## src/rtl/output_spike_classifier_pkg.sv

```systemverilog
// Shared types and helpers for the output spike classifier.
// Optional count readout enabled with CLASSIFIER_COUNT_READOUT_EN.
package output_spike_classifier_pkg;

  typedef enum logic [1:0] {
    ACCUM  = 2'd0,
    SCAN   = 2'd1,
    RESULT = 2'd2
  } state_t;

  function automatic logic [31:0] sat_inc(
    input logic [31:0] v,
    input logic [31:0] max
  );
    return (v >= max) ? v : v + 32'd1;
  endfunction

endpackage

```

## src/rtl/output_spike_classifier_counter_bank.sv

```systemverilog
// Per-class saturating spike counters with scan and readout ports.
// Readout port present only with CLASSIFIER_COUNT_READOUT_EN.
module spike_counter_bank
  import output_spike_classifier_pkg::*;
#(
  parameter int NUM_OUTPUTS = 10,
  parameter int COUNT_WIDTH = 8,
  parameter int IW = $clog2(NUM_OUTPUTS)
) (
  input  logic                   clk,
  input  logic                   rst_n,
  input  logic                   inc_en,
  input  logic [IW-1:0]          inc_idx,
  input  logic                   clr,
  input  logic [IW-1:0]          scan_idx,
  output logic [COUNT_WIDTH-1:0] scan_data
`ifdef CLASSIFIER_COUNT_READOUT_EN
  ,
  input  logic [IW-1:0]          rd_addr,
  output logic [COUNT_WIDTH-1:0] rd_data
`endif
);

  localparam logic [31:0] MAXV =
    32'((64'd1 << COUNT_WIDTH) - 64'd1);

  logic [COUNT_WIDTH-1:0] cnt_q [NUM_OUTPUTS];

  always_ff @(posedge clk or negedge rst_n) begin
    if (!rst_n) begin
      for (int i = 0; i < NUM_OUTPUTS; i++)
        cnt_q[i] <= '0;
    end else if (clr) begin
      for (int i = 0; i < NUM_OUTPUTS; i++)
        cnt_q[i] <= '0;
    end else if (inc_en) begin
      for (int i = 0; i < NUM_OUTPUTS; i++)
        if (inc_idx == IW'(i))
          cnt_q[i] <= COUNT_WIDTH'(
            sat_inc(32'(cnt_q[i]), MAXV));
    end
  end

  always_comb begin
    scan_data = '0;
    for (int i = 0; i < NUM_OUTPUTS; i++)
      if (scan_idx == IW'(i))
        scan_data = cnt_q[i];
  end

`ifdef CLASSIFIER_COUNT_READOUT_EN
  logic [COUNT_WIDTH-1:0] rd_mux;

  // Unmatched (out-of-range) addresses fall through to zero
  always_comb begin
    rd_mux = '0;
    for (int i = 0; i < NUM_OUTPUTS; i++)
      if (rd_addr == IW'(i))
        rd_mux = cnt_q[i];
  end

  always_ff @(posedge clk or negedge rst_n) begin
    if (!rst_n) rd_data <= '0;
    else        rd_data <= rd_mux;
  end
`endif

endmodule

```

## src/rtl/output_spike_classifier.sv

```systemverilog
// Frame-based spike counter with sequential argmax and result handshake.
// Optional count readout enabled with CLASSIFIER_COUNT_READOUT_EN.
module output_spike_classifier
  import output_spike_classifier_pkg::*;
#(
  parameter int NUM_OUTPUTS     = 10,
  parameter int TICKS_PER_FRAME = 16,
  parameter int COUNT_WIDTH     = 8
) (
  input  logic                           clk,
  input  logic                           rst_n,
  input  logic                           tick,
  input  logic [$clog2(NUM_OUTPUTS)-1:0] packet_in,
  input  logic                           packet_in_valid,
  output logic [$clog2(NUM_OUTPUTS)-1:0] class_out,
  output logic [COUNT_WIDTH-1:0]         max_count,
  output logic                           class_valid,
  input  logic                           class_ready,
`ifdef CLASSIFIER_COUNT_READOUT_EN
  input  logic [$clog2(NUM_OUTPUTS)-1:0] count_rd_addr,
  output logic [COUNT_WIDTH-1:0]         count_rd_data,
`endif
  output logic                           busy,
  output logic                           frame_error
);

  localparam int IW = $clog2(NUM_OUTPUTS);
  localparam int TW =
    (TICKS_PER_FRAME > 1) ? $clog2(TICKS_PER_FRAME) : 1;

  state_t state_q, state_d;

  logic [TW-1:0]          tick_cnt_q;
  logic [IW-1:0]          scan_idx_q;
  logic [IW-1:0]          best_idx_q;
  logic [COUNT_WIDTH-1:0] best_cnt_q;
  logic [COUNT_WIDTH-1:0] scan_data;
  logic [IW-1:0]          cand_idx;
  logic [COUNT_WIDTH-1:0] cand_cnt;
  logic accum, in_range, frame_end;
  logic scan_last, take, hs, bad_in;

  assign accum     = (state_q == ACCUM);
  assign in_range  = 32'(packet_in) < 32'(NUM_OUTPUTS);
  assign frame_end = accum && tick &&
    (tick_cnt_q == TW'(TICKS_PER_FRAME - 1));
  assign scan_last = (state_q == SCAN) &&
    (scan_idx_q == IW'(NUM_OUTPUTS - 1));
  assign hs        = class_valid && class_ready;
  assign busy      = !accum;
  assign bad_in    = accum ?
    (packet_in_valid && !in_range) :
    (packet_in_valid || tick);

  // Strictly-greater replace keeps ties on the lowest index
  assign take     = (scan_idx_q == '0) ||
                    (scan_data > best_cnt_q);
  assign cand_idx = take ? scan_idx_q : best_idx_q;
  assign cand_cnt = take ? scan_data  : best_cnt_q;

  spike_counter_bank #(
    .NUM_OUTPUTS (NUM_OUTPUTS),
    .COUNT_WIDTH (COUNT_WIDTH),
    .IW          (IW)
  ) u_bank (
    .clk       (clk),
    .rst_n     (rst_n),
    .inc_en    (accum && packet_in_valid && in_range),
    .inc_idx   (packet_in),
    .clr       (hs),
    .scan_idx  (scan_idx_q),
    .scan_data (scan_data)
`ifdef CLASSIFIER_COUNT_READOUT_EN
    ,
    .rd_addr   (count_rd_addr),
    .rd_data   (count_rd_data)
`endif
  );

  always_ff @(posedge clk or negedge rst_n) begin
    if (!rst_n) state_q <= ACCUM;
    else        state_q <= state_d;
  end

  always_comb begin
    state_d = state_q;
    unique case (1'b1)
      state_q == ACCUM:  if (frame_end) state_d = SCAN;
      state_q == SCAN:   if (scan_last) state_d = RESULT;
      state_q == RESULT: if (hs)        state_d = ACCUM;
      default:                          state_d = ACCUM;
    endcase
  end

  always_ff @(posedge clk or negedge rst_n) begin
    if (!rst_n) begin
      tick_cnt_q  <= '0;
      scan_idx_q  <= '0;
      best_idx_q  <= '0;
      best_cnt_q  <= '0;
      class_out   <= '0;
      max_count   <= '0;
      class_valid <= 1'b0;
      frame_error <= 1'b0;
    end else begin
      if (frame_end)
        tick_cnt_q <= '0;
      else if (accum && tick)
        tick_cnt_q <= tick_cnt_q + 1'b1;
      if (state_q == SCAN) begin
        scan_idx_q <= scan_last ? '0 : scan_idx_q + 1'b1;
        best_idx_q <= cand_idx;
        best_cnt_q <= cand_cnt;
      end
      if (scan_last) begin
        class_out   <= cand_idx;
        max_count   <= cand_cnt;
        class_valid <= 1'b1;
      end else if (hs) begin
        class_valid <= 1'b0;
      end
      if (bad_in)
        frame_error <= 1'b1;
    end
  end

endmodule
```

## config.mk

```make
export PLATFORM = sky130hd
export DESIGN_NAME = output_spike_classifier
export DESIGN_NICKNAME = d
export VERILOG_FILES = /design/src/rtl/output_spike_classifier_pkg.sv /design/src/rtl/output_spike_classifier_counter_bank.sv /design/src/rtl/output_spike_classifier.sv
export SDC_FILE = /design/constraint.sdc
export NUM_CORES = 1
export LEC_CHECK = 0
export ABC_AREA = 1
export BUFFER_PORTS_ARGS = -buffer_cell sky130_fd_sc_hd__buf_2
export CAP_MARGIN = 15
export CORE_ASPECT_RATIO = 0.6
export CORE_UTILIZATION = 40
export CTS_BUF_LIST = sky130_fd_sc_hd__clkbuf_2
export DETAILED_ROUTE_END_ITERATION = 16
export GPL_ROUTABILITY_DRIVEN = 0
export HOLD_SLACK_MARGIN = 0.08
export PLACE_DENSITY_LB_ADDON = 0.1
export SYNTH_ARGS = -nofsm -noshare
export SYNTH_HDL_FRONTEND = slang
export SYNTH_SLANG_ARGS = --single-unit
```

## constraint.sdc

```tcl
create_clock -name clk -period 4.4 [get_ports clk]
set_clock_uncertainty 0.05 [all_clocks]
set_input_delay 0.66 -clock clk [delete_from_list [all_inputs] [get_ports clk]]
set_output_delay 0.66 -clock clk [all_outputs]
set_load 0.02 [all_outputs]
```

Word-level counts from Yosys, hierarchy flattened
Cells that the tools add are included.
{ "classes": {"magnitude_cmp": 12, "muxes": 44, "n_eq_ne": 34, "addsub": 12, "reduce_logical": 38} }
{ "ops": {"columns": ["cell", "count"], "rows": [
  ["two-way mux 8 bit", 31],
  ["two-way mux 80 bit", 2],
  ["adder 8 x 1 -> 8 bit, second input constant", 10],
  ["greater-or-equal comparator 8 bit, second input constant", 10],
  ["AND reduction 3 bit", 11],
  ["equality test 4 x 3 -> 1 bit, second input constant", 8],
  ["nonzero test 2 bit", 13],
  ["!= test 2 bit, second input constant", 12],
  ["equality test 4 bit, second input constant", 5],
  ["equality test 4 x 2 -> 1 bit, second input constant", 4],
  ["two-way mux 4 bit", 4],
  ["adder 4 x 1 -> 4 bit, second input constant", 2],
  ["equality test 4 x 1 -> 1 bit, second input constant", 2],
  ["greater-than comparator 8 bit", 1],
  ["zero test 4 bit", 2],
  ["logical AND 1 bit", 7],
  ["two-way mux 2 bit", 3],
  ["case mux 2 bit (3 select lines)", 1],
  ["< comparator 4 bit, second input constant", 1],
  ["two-way mux 1 bit", 3],
  ["equality test 2 x 1 -> 1 bit, second input constant", 1],
  ["equality test 2 bit, second input constant", 1],
  ["zero test 1 bit", 2],
  ["zero test 2 bit", 1],
  ["other kinds (2)", 3]
]} }
{ "word_totals": {"word_cells": 159, "reg_bits": 116, "output_inout_bits": 15, "in_bits": 9} }

Depth between registers and ports, before layout
Gate-level depths: netlist of the first run.
{ "depth": {"depth_word": 14, "depth_mapped": 28, "mapped_depth_nobuf": 27} }

Modules after synthesis
From an unflattened synthesis of the first run, not the netlist that was laid out.
{ "hier_totals": {"cells_unflattened": 983, "hier_area_um2": 7218.2} }
{ "by_module_without_submodules": {"columns": ["mod", "seq_area_each_um2", "cells_each", "area_each_um2", "n_inst"], "rows": [
  ["spike_counter_bank", 2001.9, 736, 5277.6, 1],
  ["output_spike_classifier", 900.9, 247, 1940.6, 1]
]} }

Least setup slack after synthesis of the first run
OpenSTA, ideal clock, no wires.
{ "synth_path": {"path_kind": "flip-flop to flip-flop", "start": "register scan_idx_q[1]", "end": "register best_idx_q[2]", "required_ns": 4.222, "synth_period_minus_slack_ns": 3.114, "n_path_buf": 3, "stages_incl_launch_ff": 22, "path_slack_ns": 1.286, "setup_time_ns": 0.128, "t_arrival_ns": 2.936, "path_cell_list": "dfrtp_1 > inv_1 > ha_1 > inv_2 > buf_2 > nor3_4 > inv_1 > buf_2 > o21ai_0 > nand3b_1 > nand2_1 > inv_1 > ha_1 > a21oi_1 > o21ai_0 > nand2_1 > o211ai_1 > o41ai_1 > nand2_1 > buf_2 > o21ai_0 > o21ai_0"} }
{ "synth_between": {"elab_chain_len": 14, "elab_cells_between_ends": 23, "cone_classes": "order compare: 1; eq/ne: 9; mux: 11; reduce/logical: 2"} }
{ "synth_rtl": {"columns": ["element", "line_no", "source"], "rows": [
  ["start, declared", "output_spike_classifier.sv:34", "logic [IW-1:0] scan_idx_q;"],
  ["start signal, assigned", "output_spike_classifier.sv:111", "scan_idx_q <= scan_last ? '0 : scan_idx_q + 1'b1;"],
  ["zero test 4 bit", "output_spike_classifier_counter_bank.sv:47, output_spike_classifier.sv:56", null],
  ["two-way mux 8 bit (10 in series)", "output_spike_classifier_counter_bank.sv:47", "if (scan_idx == IW'(i))"],
  ["greater-than comparator 8 bit", "output_spike_classifier.sv:57", "(scan_data > best_cnt_q);"],
  ["logical OR 1 bit (*)", "output_spike_classifier.sv:56", "assign take = (scan_idx_q == '0) ||"],
  ["two-way mux 4 bit (*)", "output_spike_classifier.sv:58", "assign cand_idx = take ? scan_idx_q : best_idx_q;"],
  ["end signal, assigned", "output_spike_classifier.sv:112", "best_idx_q <= cand_idx;"],
  ["end, declared", "output_spike_classifier.sv:35", "logic [IW-1:0] best_idx_q;"]
]} }
Mark *: on every way between the ends. The rest lies on a longest branch, timed or not.
A chain may end at the register's enable or synchronous reset.

Worst setup path after layout of the first run
{ "layout_path": {"start": "register scan_idx_q[1]", "end": "register max_count[5]"} }
{ "layout_between": {"elab_chain_len": 14, "elab_cells_between_ends": 24, "cone_classes": "order compare: 1; eq/ne: 9; mux: 11; reduce/logical: 3"} }
{ "layout_rtl": {"columns": ["element", "line_no", "source"], "rows": [
  ["zero test 4 bit", "output_spike_classifier_counter_bank.sv:47, output_spike_classifier.sv:56", null],
  ["two-way mux 8 bit (10 in series)", "output_spike_classifier_counter_bank.sv:47", null],
  ["greater-than comparator 8 bit", "output_spike_classifier.sv:57", null],
  ["logical OR 1 bit", "output_spike_classifier.sv:56", null],
  ["two-way mux 8 bit", "output_spike_classifier.sv:59", "assign cand_cnt = take ? scan_data : best_cnt_q;"],
  ["end signal, assigned", "output_spike_classifier.sv:117", "max_count <= cand_cnt;"],
  ["end, declared", "output_spike_classifier.sv:16", "output logic [COUNT_WIDTH-1:0] max_count,"]
]} }
Parallel ways exist; a longest one is shown, timed or not.

==> impl_metrics.ini, run 1 <==
[floorplan]
die-area_um2 = 18200
die_y_um = 105
core_um2 = 17200
start_util_pct = 41.1
die_x_um = 173
rows = 37
ios = 24

[logic_synthesis]
synth_seq_cells = 116
postSynthAreaPerCell_um2 = 7.32
ys_warn_count = 0
netlist_instances = 964
synth_cell_types = 41
syn_nets = 996
synth_seq_area_share_pct = 41.2
netlist_area_um2 = 7050

[pwr]
powerDensity_nw_per_um2 = 667
swShare_pct = 50.3
power_frac_seq_pct = 34.4
leakagePower_nw = 3.69
p_clk_share_pct = 14.7
vdd_drop_max_mv = 0.389
internal_power_mw = 2.55
power.switching_mw = 2.58
share_comb_of_total_power_pct = 50.9

[global_routing]
antenna_found_initial = 0
grt_pass1_vias = 5606
grt_usage_pct = 21.7
gr-usage-met2_pct = 26.8
grt_pass1_wl_mm = 30.7
met1_usage_pct = 36.7
grt_max_degree = 68
grt_busiest_layer = met1
met3_usage_pct = 4.66
gr-total-overflow = 0

[route]
routedWlPerCell_um = 14.8
route.detailed.drc = 0
avgViaCountPerCell = 4.99
first_pass_iters = 5
vias = 6190
antenna_left = 0
initialDrtViolationCount = 703
routed_wl_mm = 18.3

[critical_path]
r2r_end = max_count[5]
crit_path_end = max_count[5]
r2r_cells = 20
critPathLaunch = scan_idx_q[1]
crit_path_end_kind = flop
worst-setup-path-type = flop to flop
path_max_fanout = 18
arrival_ps = 4360
critPathRequiredTime_ps = 5000
regToRegSetupSlack_ps = 630
start_kind = flop
rr_startpoint = scan_idx_q[1]

[cts]
htreeDepth = 4
cts.reportedPaths.clkPinSlew_ps = 190
clockRootBuffer = clkbuf_2
cts_sinks = 116
cts_inserted_buffers = 17
clk_path_buf_depth = 2
tritoncts = built
clk_latency_ps = 720

[sta]
final.period_utilization_pct = 85.6
worstMarginPinSlew_ps = 899
max_freq_mhz = 265
period_needed_ps = 3770
finalHoldViolations = 0
slew_headroom_pct = 40.1
tns_ps = 0
rsz0062_at_grt = false
setup_viol_count_final = 0
slew_viol_final = 0

[final_layout]
final_layout_size_suffix_gt1_share_pct = 12.1
fin_cells = 1241
stdcell_area_um2 = 7690
nets = 1027
syn_to_final_growth_pct = 9.08
diodes = 0

[placement]
dp.cells = 1208
io_buffers = 23
dpl_cell_area_um2 = 7420
hpwl_mm = 13.7

[job]
maxCapViolations = 0

[min_path]
min_path_type = input port to flop

[outcome]
status = completed
[worst min-delay path by stage]
stage / from / to / slack (ps) / depth (start not counted)
finish: tick / frame_error / 220 / 5
global route: tick / frame_error / 180 / 5
CTS: tick / frame_error / 150 / 5
detailed placement: u_bank.cnt_q[26] / u_bank.cnt_q[26] / 410 / 1
global placement: u_bank.cnt_q[26] / u_bank.cnt_q[26] / 410 / 1
floorplan: rst_n / best_cnt_q[0] / 310 / 0
[cell usage in the layout (no fill, tap or decap), types with 3 or more instances in the layout]
cell type,netlist,routed
bufinv_16,0,3
inv_1,141,141
nor3_1,33,33
o21ai_0,86,86
nand4_1,9,9
ha_1,23,23
o31ai_1,6,6
nand2_1,232,230
nand2_2,10,12
xor2_1,4,4
nor3_2,9,9
nor2_4,5,5
nand2_4,3,3
nor2_2,8,8
dfrtp_1,116,116
clkbuf_2,0,17
inv_2,11,11
clkinv_1,1,3
a21oi_1,58,58
buf_4,0,5
nand3_1,83,83
nand3b_1,6,6
o21ai_1,15,15
nor2_1,59,59
buf_2,8,22
nand3_2,5,5
clkinvlp_4,0,5
clkinv_2,2,4
o21ai_2,3,3
[area by class of cell]
class | instances | area [um2]
Fill cell | 1736 | 9480
Multi-Input combinational cell | 673 | 3470
Clock inverter | 14 | 163
Timing Repair Buffer | 30 | 188
Clock buffer | 17 | 85.1
Inverter | 157 | 597
Sequential cell | 116 | 2900
Tap cell | 234 | 293
[worst max-delay path, cell delays in order (launching register included)]
cell and delay, ps:
dfrtp_1 450, inv_1 140, ha_1 250, nand3_1 260, inv_1 280, a21oi_1 90
nand2_1 90, nand2_1 60, nand3_1 80, nand3b_1 120, nand2_1 80, inv_1 40
ha_1 260, nand2_1 90, o41ai_1 450, nand2_2 310, inv_1 310, nand2_1 80
nand2_1 100, nand2_1 50, nand2_1 70
[sequential cells by signal (all words and copies together) (netlist names)]
signal	cells
u_bank.cnt_q	80
best_cnt_q	8
max_count	8
best_idx_q	4
class_out	4
scan_idx_q	4
tick_cnt_q	4
state_q	2
class_valid	1
frame_error	1
[power by group through the flow]
stage	sequential [mW]	combinational, mW	clock, mW
after floorplan	1.71	1.92	0
after global routing	1.82	3.06	0.834
after detailed placement	1.78	2.59	0
final	1.77	2.61	0.755
after global placement	1.79	2.59	0
after CTS	1.76	2.60	0.778
[layer usage]
metal  share of wire [%]  routed length (um)  up-vias
li1                    -                   -     3200
met3                 6.0                1100       13
met5                   0                   0        -
met1                  57               10400     2816
met4                0.75                 138        0
met2                  36                6680      161
[cell families (layout without fill, tap and decap cells)]
kind of cell	after synthesis	count (layout)	share of synthesized area (%)
AO/OA/AOI/OAI	178	178	13.8
adder cells (fa/ha/maj)	23	23	4.08
XOR/XNOR	5	5	0.621
AND/OR/NAND/NOR	467	467	30.6
flip-flops	116	116	41.2
buffers and inverters	175	218	9.77
[synth_stat cells]
library cell / number / share of area (%)
a21boi_0: 1 / 0.11
a21oi_1: 58 / 4.1
a21oi_2: 1 / 0.12
a31oi_1: 1 / 0.089
and3_1: 1 / 0.089
buf_1: 1 / 0.053
buf_2: 8 / 0.57
buf_6: 2 / 0.32
clkbuf_1: 7 / 0.37
clkinv_1: 1 / 0.053
clkinv_2: 2 / 0.14
dfrtp_1: 116 / 41
ha_1: 23 / 4.1
inv_1: 141 / 7.5
inv_2: 11 / 0.59
inv_4: 2 / 0.18
nand2_1: 232 / 12
nand2_2: 10 / 0.89
nand2_4: 3 / 0.48
nand3_1: 83 / 5.9
nand3_2: 5 / 0.71
nand3b_1: 6 / 0.64
nand4_1: 9 / 0.80
nor2_1: 59 / 3.1
nor2_2: 8 / 0.71
nor2_4: 5 / 0.80
nor3_1: 33 / 2.3
nor3_2: 9 / 1.3
nor3_4: 1 / 0.23
nor4_1: 2 / 0.18
o211ai_1: 2 / 0.21
o21a_1: 2 / 0.21
o21ai_0: 86 / 6.1
o21ai_1: 15 / 1.1
o21ai_2: 3 / 0.37
o31ai_1: 6 / 0.64
o31ai_4: 2 / 0.60
o41ai_1: 1 / 0.12
or2_2: 1 / 0.089
xnor2_1: 1 / 0.12
xor2_1: 4 / 0.50
[stage by stage]
stage	setup WS, ps	hold WS, ps	utilization (%)	total power, mW
6_report	631	217	44.8	5.13
2_1_floorplan	1290	314	-	3.63
5_1_grt	103	178	44.8	5.71
3_5_place_dp	532	406	43.2	4.36
4_1_cts	477	146	44.8	5.14
3_3_place_gp	573	408	43.2	4.38
[timing repair]
action | CTS | global route
hold buffers | 2 | 0
endpoints found under the hold margin | 67 | 0
gates resized for setup | 0 | 1
buffers inserted | 0 | 0
endpoints found under the setup margin | 0 | 14
Power figures use the tool's default switching activity.
==> run 2: changes to the inputs <==
- BUFFER_PORTS_ARGS: -buffer_cell sky130_fd_sc_hd__buf_2 -> -buffer_cell sky130_fd_sc_hd__buf_4
==> impl_metrics.ini, run 2 (synthesis results as in run 1) <==
[placement]
hpwl_mm = 13.5
dp.cells = 1208
io_buffers = 23

[critical_path]
path_max_fanout = 18
start_kind = flop
crit_path_end_kind = flop
worst-setup-path-type = flop to flop
critPathRequiredTime_ps = 5020
arrival_ps = 4550

[route]
routed_wl_mm = 18.5
vias = 6193
routedWlPerCell_um = 14.9
initialDrtViolationCount = 532
first_pass_iters = 12
avgViaCountPerCell = 4.99
antenna_left = 0
route.detailed.drc = 1

[cts]
cts.reportedPaths.clkPinSlew_ps = 200
clk_path_buf_depth = 2
tritoncts = built
cts_setup_buffers = 0
cts_inserted_buffers = 17
clk_latency_ps = 720
clockRootBuffer = clkbuf_2
cts_sinks = 116
htreeDepth = 4
hold_buffers = 2
cts_resized = 0

[floorplan]
core_um2 = 17200
die_y_um = 105
die-area_um2 = 18200
ios = 24
die_x_um = 173
rows = 37
start_util_pct = 41.1

[final_layout]
diodes = 0
largest_register_ffs = 80
fin_cells = 1242
nets = 1027
syn_to_final_growth_pct = 9.90
fillCellCount = 1743
layout_common_cells = nand2_1 (231), inv_1 (141), dfrtp_1 (116), o21ai_0 (86), nand3_1 (83)
top_register = u_bank.cnt_q
final_core_util_pct = 45.1
final_common_cell = nand2_1
final_layout_size_suffix_gt1_share_pct = 12.0
reg_top3 = u_bank.cnt_q (80), best_cnt_q (8), max_count (8)

[sta]
finalHoldViolations = 0
slew_viol_final = 0
final.period_utilization_pct = 89.3
hold_slack_ps = 196
setup_viol_count_final = 0
worstMarginPinSlew_ps = 680
rsz0062_at_grt = false
slew_headroom_pct = 54.7
period_needed_ps = 3930
tns_ps = 0
max_freq_mhz = 254

[pwr]
vdd_drop_max_mv = 0.327
powerDensity_nw_per_um2 = 665
leakagePower_nw = 3.71

[global_routing]
grt_usage_pct = 21.5
grt_pass1_vias = 5631
grt_pass1_wl_mm = 30.4
antenna_found_initial = 0
gr-total-overflow = 0
grt_max_degree = 76

[job]
maxCapViolations = 0

[outcome]
violations = DRC
status = complete, but fails checks

[min_path]
min_path_type = input port to flop
run 2: cell count changes in the layout (fill, tap and decap cells not counted):
cell        change
nand2_2         -1
clkinv_4        +2
clkinv_2        -1
clkbuf_2        +1
buf_4          +22
inv_6           -1
clkinvlp_4      -1
buf_2          -22
clkinv_1        +1
nand2_1         +1
run 2: final timing paths:
path	startpoint	endpoint	slack [ps]	depth (start not counted)
max reg2reg	scan_idx_q[1]	best_cnt_q[4]	470	26
min reg2reg	u_bank.cnt_q[26]	u_bank.cnt_q[26]	430	1
min	tick	frame_error	200	5
max	scan_idx_q[1]	best_cnt_q[4]	470	26
min in group asynchronous	rst_n	u_bank.cnt_q[32]	410	2
max in group asynchronous	rst_n	class_valid	2900	3
run 2: critical path: stages (launching register included):
cell and delay [ps]:
dfrtp_1 450, inv_1 140, ha_1 230, inv_1 90, nor2_2 280, nand3_1 140, nand3_1 90, nand2_1 70
nand2_1 80, nand2_1 80, nand2_1 70, nand3_1 90, nand3b_1 120, nand2_1 60, inv_1 50, ha_1 230
a21oi_1 150, o21ai_0 100, nand2_1 60, o211ai_1 80, o41ai_1 70, nand2_1 450, inv_1 360, nand2_1 80
nand2_1 100, nand2_1 50, nand2_1 50
run 2: layout make-up:
type / instances / area, um2 / share of cell area [%]
Inverter: 157 / 597 / 7.70
Clock buffer: 18 / 90.1 / 1.16
Tap cell: 234 / 293 / 3.78
Sequential cell: 116 / 2900 / 37.4
Clock inverter: 14 / 163 / 2.10
Multi-Input combinational cell: 673 / 3460 / 44.7
Timing Repair Buffer: 30 / 243 / 3.13
run 2: routing by layer:
metal	GRT usage, %	routed length (um)
met5	0	0
met4	4.05	118
met2	27.0	6760
met3	4.69	865
met1	36.0	10700
run 2: per-stage QoR:
stage	power, mW	setup WS [ps]	cell area (um2)
floorplan	3.63	1290	7050
global placement	4.39	446	7480
detailed placement	4.37	467	7480
CTS	5.17	456	7750
global route	5.66	20.0	7750
finish	5.16	470	7750
run 2: where the power goes:
part | switching, mW | internal [mW] | total, mW
sequential | 0.335 | 1.43 | 1.77
combinational | 1.78 | 0.826 | 2.60
clock | 0.473 | 0.314 | 0.786
==> run 3: changes to the inputs <==
- CORE_MARGIN: default -> 2
==> impl_metrics.ini, run 3 (synthesis results as in run 1) <==
[sta]
final.period_utilization_pct = 87.0
worstMarginPinSlew_ps = 735
rsz0062_at_grt = false
tns_ps = 0
period_needed_ps = 3830
finalHoldViolations = 0
slew_viol_final = 0
hold_slack_ps = 249
setup_viol_count_final = 0
slew_headroom_pct = 51.0
max_freq_mhz = 261

[floorplan]
die-area_um2 = 18700
rows = 37
die_x_um = 175
die_y_um = 107
ios = 24
core_um2 = 17200
start_util_pct = 41.0

[pwr]
vdd_drop_max_mv = 0.253
leakagePower_nw = 3.73
powerDensity_nw_per_um2 = 669
p_total_mw = 5.19

[final_layout]
largest_register_ffs = 80
reg_top3 = u_bank.cnt_q (80), best_cnt_q (8), max_count (8)
fillCellCount = 1789
final_core_util_pct = 45.1
top_register = u_bank.cnt_q
syn_to_final_growth_pct = 10.0
diodes = 0
final_common_cell = nand2_1
final_layout_size_suffix_gt1_share_pct = 12.0
nets = 1028
layout_common_cells = nand2_1 (230), inv_1 (141), dfrtp_1 (116), o21ai_0 (86), nand3_1 (83)

[placement]
hpwl_mm = 13.5
io_buffers = 23

[critical_path]
start_kind = flop
rr_startpoint = scan_idx_q[0]
worst-setup-path-type = flop to flop
r2r_cells = 20
regToRegSetupSlack_ps = 570
crit_path_end_kind = flop
path_max_fanout = 18
r2r_end = max_count[2]
arrival_ps = 4410
critPathRequiredTime_ps = 4980

[global_routing]
grt_usage_pct = 20.5
grt_max_degree = 76
grt_pass1_vias = 5428
grt_pass1_wl_mm = 29.7
antenna_found_initial = 0
gr-total-overflow = 0

[cts]
cts_setup_buffers = 0
tritoncts = built
cts.reportedPaths.clkPinSlew_ps = 190
htreeDepth = 4
clk_path_buf_depth = 2
cts_sinks = 116
clk_latency_ps = 720
cts_inserted_buffers = 17
clockRootBuffer = clkbuf_2

[route]
antenna_left = 0
routedWlPerCell_um = 14.6
vias = 6134
first_pass_iters = 5
avgViaCountPerCell = 4.94
initialDrtViolationCount = 583
route.detailed.drc = 0
routed_wl_mm = 18.2

[min_path]
min_path_type = input port to flop
holdPathEnd = frame_error
hold_start = tick
hold_depth = 5

[outcome]
status = completed

[job]
maxCapViolations = 0
[run 3: changes by cell type in the layout (fill, tap and decap cells not counted)]
cell	previous run	this run
clkinv_4	3	0
clkinv_2	3	7
clkinvlp_4	4	1
clkbuf_2	18	17
nand2_1	231	230
bufinv_16	3	4
nand2_2	11	12
buf_4	27	28
clkinv_1	4	5
[run 3: repair_timing]
item | 4_1_cts | 5_1_grt
endpoints found under the setup margin | 0 | 1
gates resized for setup | 0 | 1
hold buffers | 2 | 0
endpoints found under the hold margin | 54 | 0
[run 3: how the worst max path moves through the flow]
stage             startpoint             to  slack (ps)
2_1_floorplan  scan_idx_q[1]  best_idx_q[2]        1290
3_3_place_gp   scan_idx_q[0]  best_cnt_q[2]         560
3_5_place_dp   scan_idx_q[0]   max_count[7]         480
4_1_cts        scan_idx_q[0]   max_count[2]         480
5_1_grt        scan_idx_q[0]   max_count[4]         160
6_report       scan_idx_q[0]   max_count[2]         570
[run 3: worst max-delay path, cell delays in order, from the launching register on]
cell      delay [ps]
dfrtp_1          440
inv_1            150
ha_1             240
nand3_1          280
inv_1            280
a21oi_1          100
nand2_1          110
nand2_1           60
nand3_1           80
nand3b_1         110
nand2_1           80
inv_1             40
ha_1             290
nand2_1           70
o41ai_1          480
nand2_2          340
inv_1            300
nand2_1           80
nand2_1           90
nand2_1           60
nand2_1           60
[run 3: layout make-up]
cell class | instances | area, um2 | share of cell area [%]
multi-input combinational | 673 | 3470 | 44.7
sequential | 116 | 2900 | 37.4
inverter | 157 | 597 | 7.69
tap | 234 | 293 | 3.77
timing repair buffer | 31 | 250 | 3.22
clock inverter | 14 | 168 | 2.16
clock buffer | 17 | 85.1 | 1.10
[run 3: where the power goes]
part	leakage [nW]	switching, mW	internal [mW]
Combinational	2.06	1.79	0.837
Sequential	1.51	0.333	1.43
Clock	0.153	0.439	0.358
Total	3.73	2.56	2.63
[run 3: stage by stage]
stage	std cells	setup WS, ps	cell area (um2)
2_1_floorplan	964	1290	7050
6_report	1242	573	7760
3_3_place_gp	1209	564	7490
4_1_cts	1242	480	7760
3_5_place_dp	1209	484	7490
5_1_grt	1242	164	7760
[run 3: metal layers]
metal  share of wire (%)  track usage (%)  vias to the layer above
li1                    -                -                     3198
met1                  57             34.4                     2766
met2                  36             25.6                      156
met3                 5.7             4.65                       14
met4                0.85             3.84                        0
met5                   0                0                        -
